[config.mk]
export PLATFORM = sky130hd
export DESIGN_NAME = blit_inner_seq_flat
export DESIGN_NICKNAME = d
export VERILOG_FILES = /design/src/rtl/blit_inner_seq_if.sv /design/src/rtl/blit_inner_seq.sv /design/src/flat_wrapper.sv
export SDC_FILE = /design/constraint.sdc
export NUM_CORES = 1
export LEC_CHECK = 0
export BUFFER_PORTS_ARGS = -buffer_cell sky130_fd_sc_hd__buf_2
export CORE_MARGIN = 3
export CORE_UTILIZATION = 55
export DETAILED_ROUTE_END_ITERATION = 10
export GPL_ROUTABILITY_DRIVEN = 1
export MAX_ROUTING_LAYER = met4
export PLACE_DENSITY = 0.84
export REMOVE_ABC_BUFFERS = 1
export SLEW_MARGIN = 10
export SYNTH_ARGS = -nofsm -noshare
export SYNTH_HDL_FRONTEND = slang
export SYNTH_SLANG_ARGS = --single-unit
export TNS_END_PERCENT = 1
[constraint.sdc]
create_clock -name clk -period 4.3 [get_ports clk]
set_input_delay 0.645 -clock clk [delete_from_list [all_inputs] [get_ports clk]]
set_output_delay 0.645 -clock clk [all_outputs]
set_load 0.01 [all_outputs]
[src/rtl/blit_inner_seq_if.sv]
// ---------------------------------------------------------------------------
// blit_inner_seq_if
// Bundle of the inner-loop sequencer's control, handshake and memory signals.
//   gpu_din   GPU write data used by countld / cmdld
//   countld   load inner count register
//   cmdld     load srcen/dsten command bits
//   instart   start one inner loop (outer loop -> sequencer)
//   indone    one-cycle completion pulse (sequencer -> outer loop)
//   mreq/mack memory request / acknowledge handshake
//   mwrite    1 = write cycle, msrc 1 = source (A2) address
//   a1step    advance destination pointer, a2step advance source pointer
//   active    sequencer busy (not IDLE)
//   icount    live inner counter for status readback
// master: the outer loop / memory side; slave: the sequencer itself.
// ---------------------------------------------------------------------------
interface blit_inner_seq_if #(
  parameter int CNTW = 16
);
  logic [31:0]     gpu_din;
  logic            countld;
  logic            cmdld;
  logic            instart;
  logic            mack;
  logic            mreq;
  logic            mwrite;
  logic            msrc;
  logic            a1step;
  logic            a2step;
  logic            indone;
  logic            active;
  logic [CNTW-1:0] icount;

  modport master (
    output gpu_din, countld, cmdld, instart, mack,
    input  mreq, mwrite, msrc, a1step, a2step, indone, active, icount
  );

  modport slave (
    input  gpu_din, countld, cmdld, instart, mack,
    output mreq, mwrite, msrc, a1step, a2step, indone, active, icount
  );
endinterface

[src/rtl/blit_inner_seq.sv]
// ---------------------------------------------------------------------------
// blit_inner_seq
// Inner-loop sequencer of the blitter. Responds to instart from the outer
// loop, walks source-read / destination-read / destination-write memory
// phases for each pixel and returns a one-cycle indone when the inner pixel
// count is exhausted.
// Ports:
//   clk    system clock, rising edge
//   reset  asynchronous active-high reset
//   bus    blit_inner_seq_if.slave (see interface header for members)
// ---------------------------------------------------------------------------
module blit_inner_seq #(
  parameter int CNTW = 16
) (
  input  logic           clk,
  input  logic           reset,
  blit_inner_seq_if.slave bus
);

  typedef enum logic [2:0] {
    IDLE   = 3'd0,
    SREAD  = 3'd1,
    DREAD  = 3'd2,
    DWRITE = 3'd3,
    DONE   = 3'd4
  } state_t;

  localparam logic [CNTW-1:0] CNT_ONE = {{(CNTW-1){1'b0}}, 1'b1};

  state_t          state_reg, state_next;
  logic [CNTW-1:0] inreload_reg;
  logic [CNTW-1:0] icount_reg;
  logic            srcen_reg, dsten_reg;
  logic            mreq_reg, mwrite_reg, msrc_reg;
  logic            a1step_reg, a2step_reg, indone_reg;
  logic            load_count, dec_count;
  state_t          first_phase;
  logic            next_is_access;

  // Entry phase of every pixel, chosen from the command bits.
  always_comb begin
    first_phase = DWRITE;
    if (srcen_reg)
      first_phase = SREAD;
    else if (dsten_reg)
      first_phase = DREAD;
  end

  always_comb begin
    state_next = state_reg;
    load_count = 1'b0;
    dec_count  = 1'b0;
    unique case (state_reg)
      IDLE, DONE: begin
        // DONE falls back to IDLE unless the outer loop chains a new
        // inner loop in the same cycle as indone.
        if (bus.instart) begin
          load_count = 1'b1;
          state_next = first_phase;
        end else begin
          state_next = IDLE;
        end
      end
      SREAD: begin
        if (bus.mack)
          state_next = dsten_reg ? DREAD : DWRITE;
      end
      DREAD: begin
        if (bus.mack)
          state_next = DWRITE;
      end
      DWRITE: begin
        if (bus.mack) begin
          dec_count = 1'b1;
          // Compare before decrement: a reload of 0 wraps to all-ones and
          // therefore runs the full 2^CNTW pixels.
          state_next = (icount_reg == CNT_ONE) ? DONE : first_phase;
        end
      end
      default: state_next = IDLE;
    endcase
  end

  assign next_is_access = (state_next == SREAD) || (state_next == DREAD) ||
                          (state_next == DWRITE);

  always_ff @(posedge clk or posedge reset) begin
    if (reset) begin
      state_reg    <= IDLE;
      inreload_reg <= '0;
      icount_reg   <= '0;
      srcen_reg    <= 1'b0;
      dsten_reg    <= 1'b0;
      mreq_reg     <= 1'b0;
      mwrite_reg   <= 1'b0;
      msrc_reg     <= 1'b0;
      a1step_reg   <= 1'b0;
      a2step_reg   <= 1'b0;
      indone_reg   <= 1'b0;
    end else begin
      state_reg <= state_next;

      // Loads only affect the value picked up by the next instart.
      if (bus.countld)
        inreload_reg <= bus.gpu_din[CNTW-1:0];
      if (bus.cmdld) begin
        srcen_reg <= bus.gpu_din[0];
        dsten_reg <= bus.gpu_din[1];
      end

      if (load_count)
        icount_reg <= inreload_reg;
      else if (dec_count)
        icount_reg <= icount_reg - CNT_ONE;

      // Outputs are registered from the next state so they line up with
      // the state they describe; back-to-back phases keep mreq high.
      mreq_reg   <= next_is_access;
      mwrite_reg <= (state_next == DWRITE);
      msrc_reg   <= (state_next == SREAD);
      a2step_reg <= (state_reg == SREAD) && bus.mack;
      a1step_reg <= (state_reg == DWRITE) && bus.mack;
      indone_reg <= (state_next == DONE);
    end
  end

  assign bus.mreq   = mreq_reg;
  assign bus.mwrite = mwrite_reg;
  assign bus.msrc   = msrc_reg;
  assign bus.a1step = a1step_reg;
  assign bus.a2step = a2step_reg;
  assign bus.indone = indone_reg;
  assign bus.icount = icount_reg;
  assign bus.active = (state_reg != IDLE);

endmodule

[src/flat_wrapper.sv]
// flat-port wrapper written by rule: the top's interface ports become plain ports
module blit_inner_seq_flat 
#(
  parameter int CNTW = 16
)
  (clk, reset, bus_gpu_din, bus_countld, bus_cmdld, bus_instart, bus_mack, bus_mreq, bus_mwrite, bus_msrc, bus_a1step, bus_a2step, bus_indone, bus_active, bus_icount);
  blit_inner_seq_if #(.CNTW(CNTW)) bus_i ();
  input  logic clk;
  input  logic reset;
  input wire logic [$bits(bus_i.gpu_din)-1:0] bus_gpu_din;
  input wire logic [$bits(bus_i.countld)-1:0] bus_countld;
  input wire logic [$bits(bus_i.cmdld)-1:0] bus_cmdld;
  input wire logic [$bits(bus_i.instart)-1:0] bus_instart;
  input wire logic [$bits(bus_i.mack)-1:0] bus_mack;
  output wire logic [$bits(bus_i.mreq)-1:0] bus_mreq;
  output wire logic [$bits(bus_i.mwrite)-1:0] bus_mwrite;
  output wire logic [$bits(bus_i.msrc)-1:0] bus_msrc;
  output wire logic [$bits(bus_i.a1step)-1:0] bus_a1step;
  output wire logic [$bits(bus_i.a2step)-1:0] bus_a2step;
  output wire logic [$bits(bus_i.indone)-1:0] bus_indone;
  output wire logic [$bits(bus_i.active)-1:0] bus_active;
  output wire logic [$bits(bus_i.icount)-1:0] bus_icount;
  assign bus_i.gpu_din = bus_gpu_din;
  assign bus_i.countld = bus_countld;
  assign bus_i.cmdld = bus_cmdld;
  assign bus_i.instart = bus_instart;
  assign bus_i.mack = bus_mack;
  assign bus_mreq = bus_i.mreq;
  assign bus_mwrite = bus_i.mwrite;
  assign bus_msrc = bus_i.msrc;
  assign bus_a1step = bus_i.a1step;
  assign bus_a2step = bus_i.a2step;
  assign bus_indone = bus_i.indone;
  assign bus_active = bus_i.active;
  assign bus_icount = bus_i.icount;
  blit_inner_seq #(.CNTW(CNTW)) u_core (.clk(clk), .reset(reset), .bus(bus_i));
endmodule
Word level (Yosys, flattened, before mapping)
Index checks and enable logic that the tools add are counted.
Widths: inputs -> output; s select.
{ "word_totals": {"elab_cells": 43, "register_bits": 43, "out_inout_bits": 23, "in_bits": 38} }
{ "op_classes": {"addsub": 1, "n_reduce_logical": 8, "muxes": 14, "eq_ne": 9} }
{ "ops": {"columns": ["cell", "count"], "rows": [
  ["$mux 16", 2],
  ["$mux 3", 6],
  ["$eq 16x1->1 const B", 1],
  ["$sub 16x1->16 const B", 1],
  ["$eq 3x2->1 const B", 4],
  ["$pmux 3 s4", 1],
  ["$eq 3x1->1 const B", 2],
  ["$eq 3x3->1 const B", 2],
  ["$mux 1", 5],
  ["$logic_not 3->1", 1],
  ["$reduce_bool 3->1", 1],
  ["$logic_and 1x1->1", 2],
  ["$logic_or 1x1->1", 2],
  ["$reduce_bool 2->1", 1],
  ["$reduce_or 2->1", 1]
]} }

Longest topological paths before layout
{ "depth": {"ltp_word": 8, "mapped_depth": 6, "ltp_nobuf": 5} }

Worst setup path after synthesis
Ideal clock, no wire load.
{ "synth_path": {"path_kind": "input-to-reg", "start": "input port bus_mack", "end": "register u_core.icount_reg[12], in the netlist u_core.bus.icount[12]", "t_arrival_ns": 1.632, "n_path_buf": 0, "required_ns": 4.174, "setup_slack_ns": 2.542, "stages": 5, "setup_ns": 0.126, "path_cell_list": "nand4b_4 -> inv_6 -> nand3_4 -> o311a_1 -> a221o_1"} }
{ "synth_between": {"elab_chain_len": 3} }
{ "synth_rtl": {"columns": ["element", "line", "text"], "rows": [
  ["start: declaration", "flat_wrapper.sv:14", "input wire logic [$bits(bus_i.mack)-1:0] bus_mack;"],
  ["$mux 1", "blit_inner_seq.sv:73", "if (bus.mack) begin"],
  ["$mux 1", "blit_inner_seq.sv:53", "unique case (state_reg)"],
  ["net u_core.dec_count", "blit_inner_seq.sv:36", "logic load_count, dec_count;"],
  ["$reduce_bool 2->1 (no source line)", null, null],
  ["end signal: assignment", "blit_inner_seq.sv:112", "icount_reg <= inreload_reg;"],
  ["end signal: assignment", "blit_inner_seq.sv:114", "icount_reg <= icount_reg - CNT_ONE;"],
  ["end: declaration", "blit_inner_seq.sv:32", "logic [CNTW-1:0] icount_reg;"]
]} }
The timed path passes the listed nets, and every way through them passes these cells.
A chain may end at the register's enable or synchronous reset.

Worst setup path after layout
{ "layout_path": {"start": "register u_core.state_reg[1]", "end": "output port bus_active"} }
{ "layout_between": {"elab_chain_len": 1} }
{ "layout_rtl": {"columns": ["element", "line", "text"], "rows": [
  ["start: declaration", "blit_inner_seq.sv:30", "state_t state_reg, state_next;"],
  ["start signal: assignment", "blit_inner_seq.sv:101", "state_reg <= state_next;"],
  ["$reduce_bool 3->1", "blit_inner_seq.sv:134", "assign bus.active = (state_reg != IDLE);"],
  ["end: declaration", "flat_wrapper.sv:21", "output wire logic [$bits(bus_i.active)-1:0] bus_active;"]
]} }
No other way between the ends.

==> impl_metrics.ini <==
[global_routing]
grt_pass1_vias = 1470
antenna_found_initial = 0
grt_usage = 0.211
grt-ovfl-total = 0
grt_max_degree = 44
grt_first_pass_wirelength_um = 6780

[place]
port_buffers = 44
place.gp.congestion = 0.805
place_area_sq_um = 2270
hpwl_um = 2910
dp_slack_ns = 2.15

[yosys]
synth_top_family_by_area = simple AND/OR/NAND/NOR gates
async_reset_ff_frac = 1.00
synth_simple_gate_area_share = 0.176
synthXorXnorAreaFrac = 0.0130
syn_area_sq_um = 2010
synth-compound-area-share = 0.135
synth_warnings = 0
synth_edf_count = 0
ys_seq_area_frac = 0.534
synth_top_area_frac = 0.534
synth-seq-cells = 43
synth_mux_area_frac = 0.101
synthFlopType = dfrtp_1
ys_types = 46
synth_cells = 175
synth_area_per_cell_sq_um = 11.5
yosys.area.top_type = dfrtp_1
synth_area_leaders = dfrtp_1, mux2_2, nand2_1
synthAdderAreaFrac = 0.0124

[worst_setup_path]
crit_start = u_core.state_reg[1]
critPathKind = reg -> out
cp_max_fo = 9
crit_cells = 2
reg2reg_depth = 5
cp_num_buf_inv = 1
arrival_ns = 1.46
r2r-start = u_core.state_reg[1]
crit_path_end = bus_active
slowest_delay_ns = 0.51
cp_slowest_cell = dfrtp_1
critPathLaunchType = flip-flop
crit_required_ns = 3.65
r2r_slack_ns = 2.31
crit_family = flip-flops
crit_path_end_kind = output pin
r2r-end = u_core.bus.icount[6]
cp_cell_sequence = or3_2, buf_2

[floorplanning]
die_y_um = 66.5
coreArea_sq_um = 3440
die_x_um = 66.5
ioPinCount = 61
num_rows = 21
start_util = 0.585
dieArea_sq_um = 4420

[detailed_routing]
vias_per_cell = 5.79
remaining_drc_errors = 0
first_pass_iters = 4
antenna_left = 0
wl_um = 4090
post_drt_wl_per_cell_um = 15.2
vias = 1558
drtIter0Drc = 98

[sta]
setup_viol = 0
tightest_slew_ns = 0.655
slew_headroom = 0.562
fin_worst_skew_ns = 0.00923
finalCriticalPeriod_ns = 2.10
min_period_over_period = 0.488
fmax_ghz = 0.476
hold_violations = 0
finalSetupTns_ns = 0
slew_viol_final = 0
rsz0062_at_grt = false
finalWorstSetupSlack_ns = 2.20

[finish]
multi_input_area_sq_um = 881
nNetsFinal = 262
drive_gt1_frac = 0.372
diodes = 0
fill_cells = 264
mostFrequentLayoutCells = buf_2, dfrtp_1, nand2_1
syn2layout_area_growth_pct = 18.7
final_area_sq_um = 2390
layout_commonest_cell = buf_2
regArea_sq_um = 1080

[clocking]
htree_num_levels = 2
cts_setup_buffers = 0
hold_buffers = 0
cts_root_buffer = clkbuf_8
cts_made_buffers = 5
clockBufferDepth = 2
cts.sinks = 43
cts.repair.resized = 0
clkTransAtPathRegs_ns = 0.08
cts_tree = yes
clk_latency_ns = 0.30

[power_and_ir_drop]
cellPowerDensity_nw_per_um2 = 638
power.leakage_nw = 1.08
ir_drop_v = 0.000357
power_mw = 1.53

[run_status]
status = finished, final reports clean

[worst_hold_path]
hold_path_class = in -> async

[flow_run]
maxCapViolations = 0
cell usage after synthesis, drive strengths merged, types with 2 or more instances:
cell,count
nor2,8
nor3,8
buf,2
o21ai,10
xor2,3
a21oi,4
nand3,7
dfrtp,43
o211ai,5
a22oi,2
nand2,19
o311ai,4
inv,5
clkbuf,4
nand2b,2
nand4,3
ha,2
mux2,18
o22ai,3
final cells by class:
| cell class | count | area share |
|---|---|---|
| flip-flops and latches | 43 | 0.450 |
| multi-input cells | 121 | 0.368 |
| repair buffers | 46 | 0.0984 |
| clock buffers | 6 | 0.0345 |
| well taps | 46 | 0.0241 |
| clock inverters | 2 | 0.0147 |
| inverters | 5 | 0.00994 |
report_power, final:
group	internal (mW)	switching, mW	total (mW)
logic	0.235	0.315	0.550
registers	0.518	0.134	0.652
clock network	0.188	0.136	0.324
total	0.941	0.585	1.53
how the worst min path moves through the flow:
stage / startpoint / endpoint / slack, ns / depth (start not counted)
floorplan: u_core.inreload_reg[11] / u_core.bus.icount[11] / 0.45 / 2
global placement: u_core.inreload_reg[2] / u_core.bus.icount[2] / 0.47 / 2
detailed placement: u_core.inreload_reg[2] / u_core.bus.icount[2] / 0.48 / 2
CTS: reset / u_core.inreload_reg[1] / 0.48 / 3
global route: u_core.inreload_reg[2] / u_core.bus.icount[2] / 0.52 / 2
finish: reset / u_core.inreload_reg[1] / 0.46 / 3
cell families after synthesis:
kind of cell,after synthesis
and+or+nand+nor,59
DFF,43
AOI/OAI and AO/OA,39
muxes,18
buffers and inverters,11
xor gates and xnor gates,3
adders and majority gates,2
stage by stage:
step	util	hold WS, ns	instances
after floorplan	-	0.445	169
after global placement	0.660	0.467	261
after detailed placement	0.660	0.478	261
after CTS	0.695	0.484	269
after global routing	0.695	0.522	269
final	0.695	0.465	269
worst min-delay path, cell delays in order:
cell	delay [ns]
buf_2	0.09
inv_1	0.04
buf_4	0.44
layer usage:
layer	routed length [um]	up-vias	track usage
met5	0	-	-
met3	207	8	0.0472
met1	1840	751	0.262
met4	69	0	0.0838
met2	1980	49	0.337
li1	-	750	-
(Power assumes the default switching activity.)
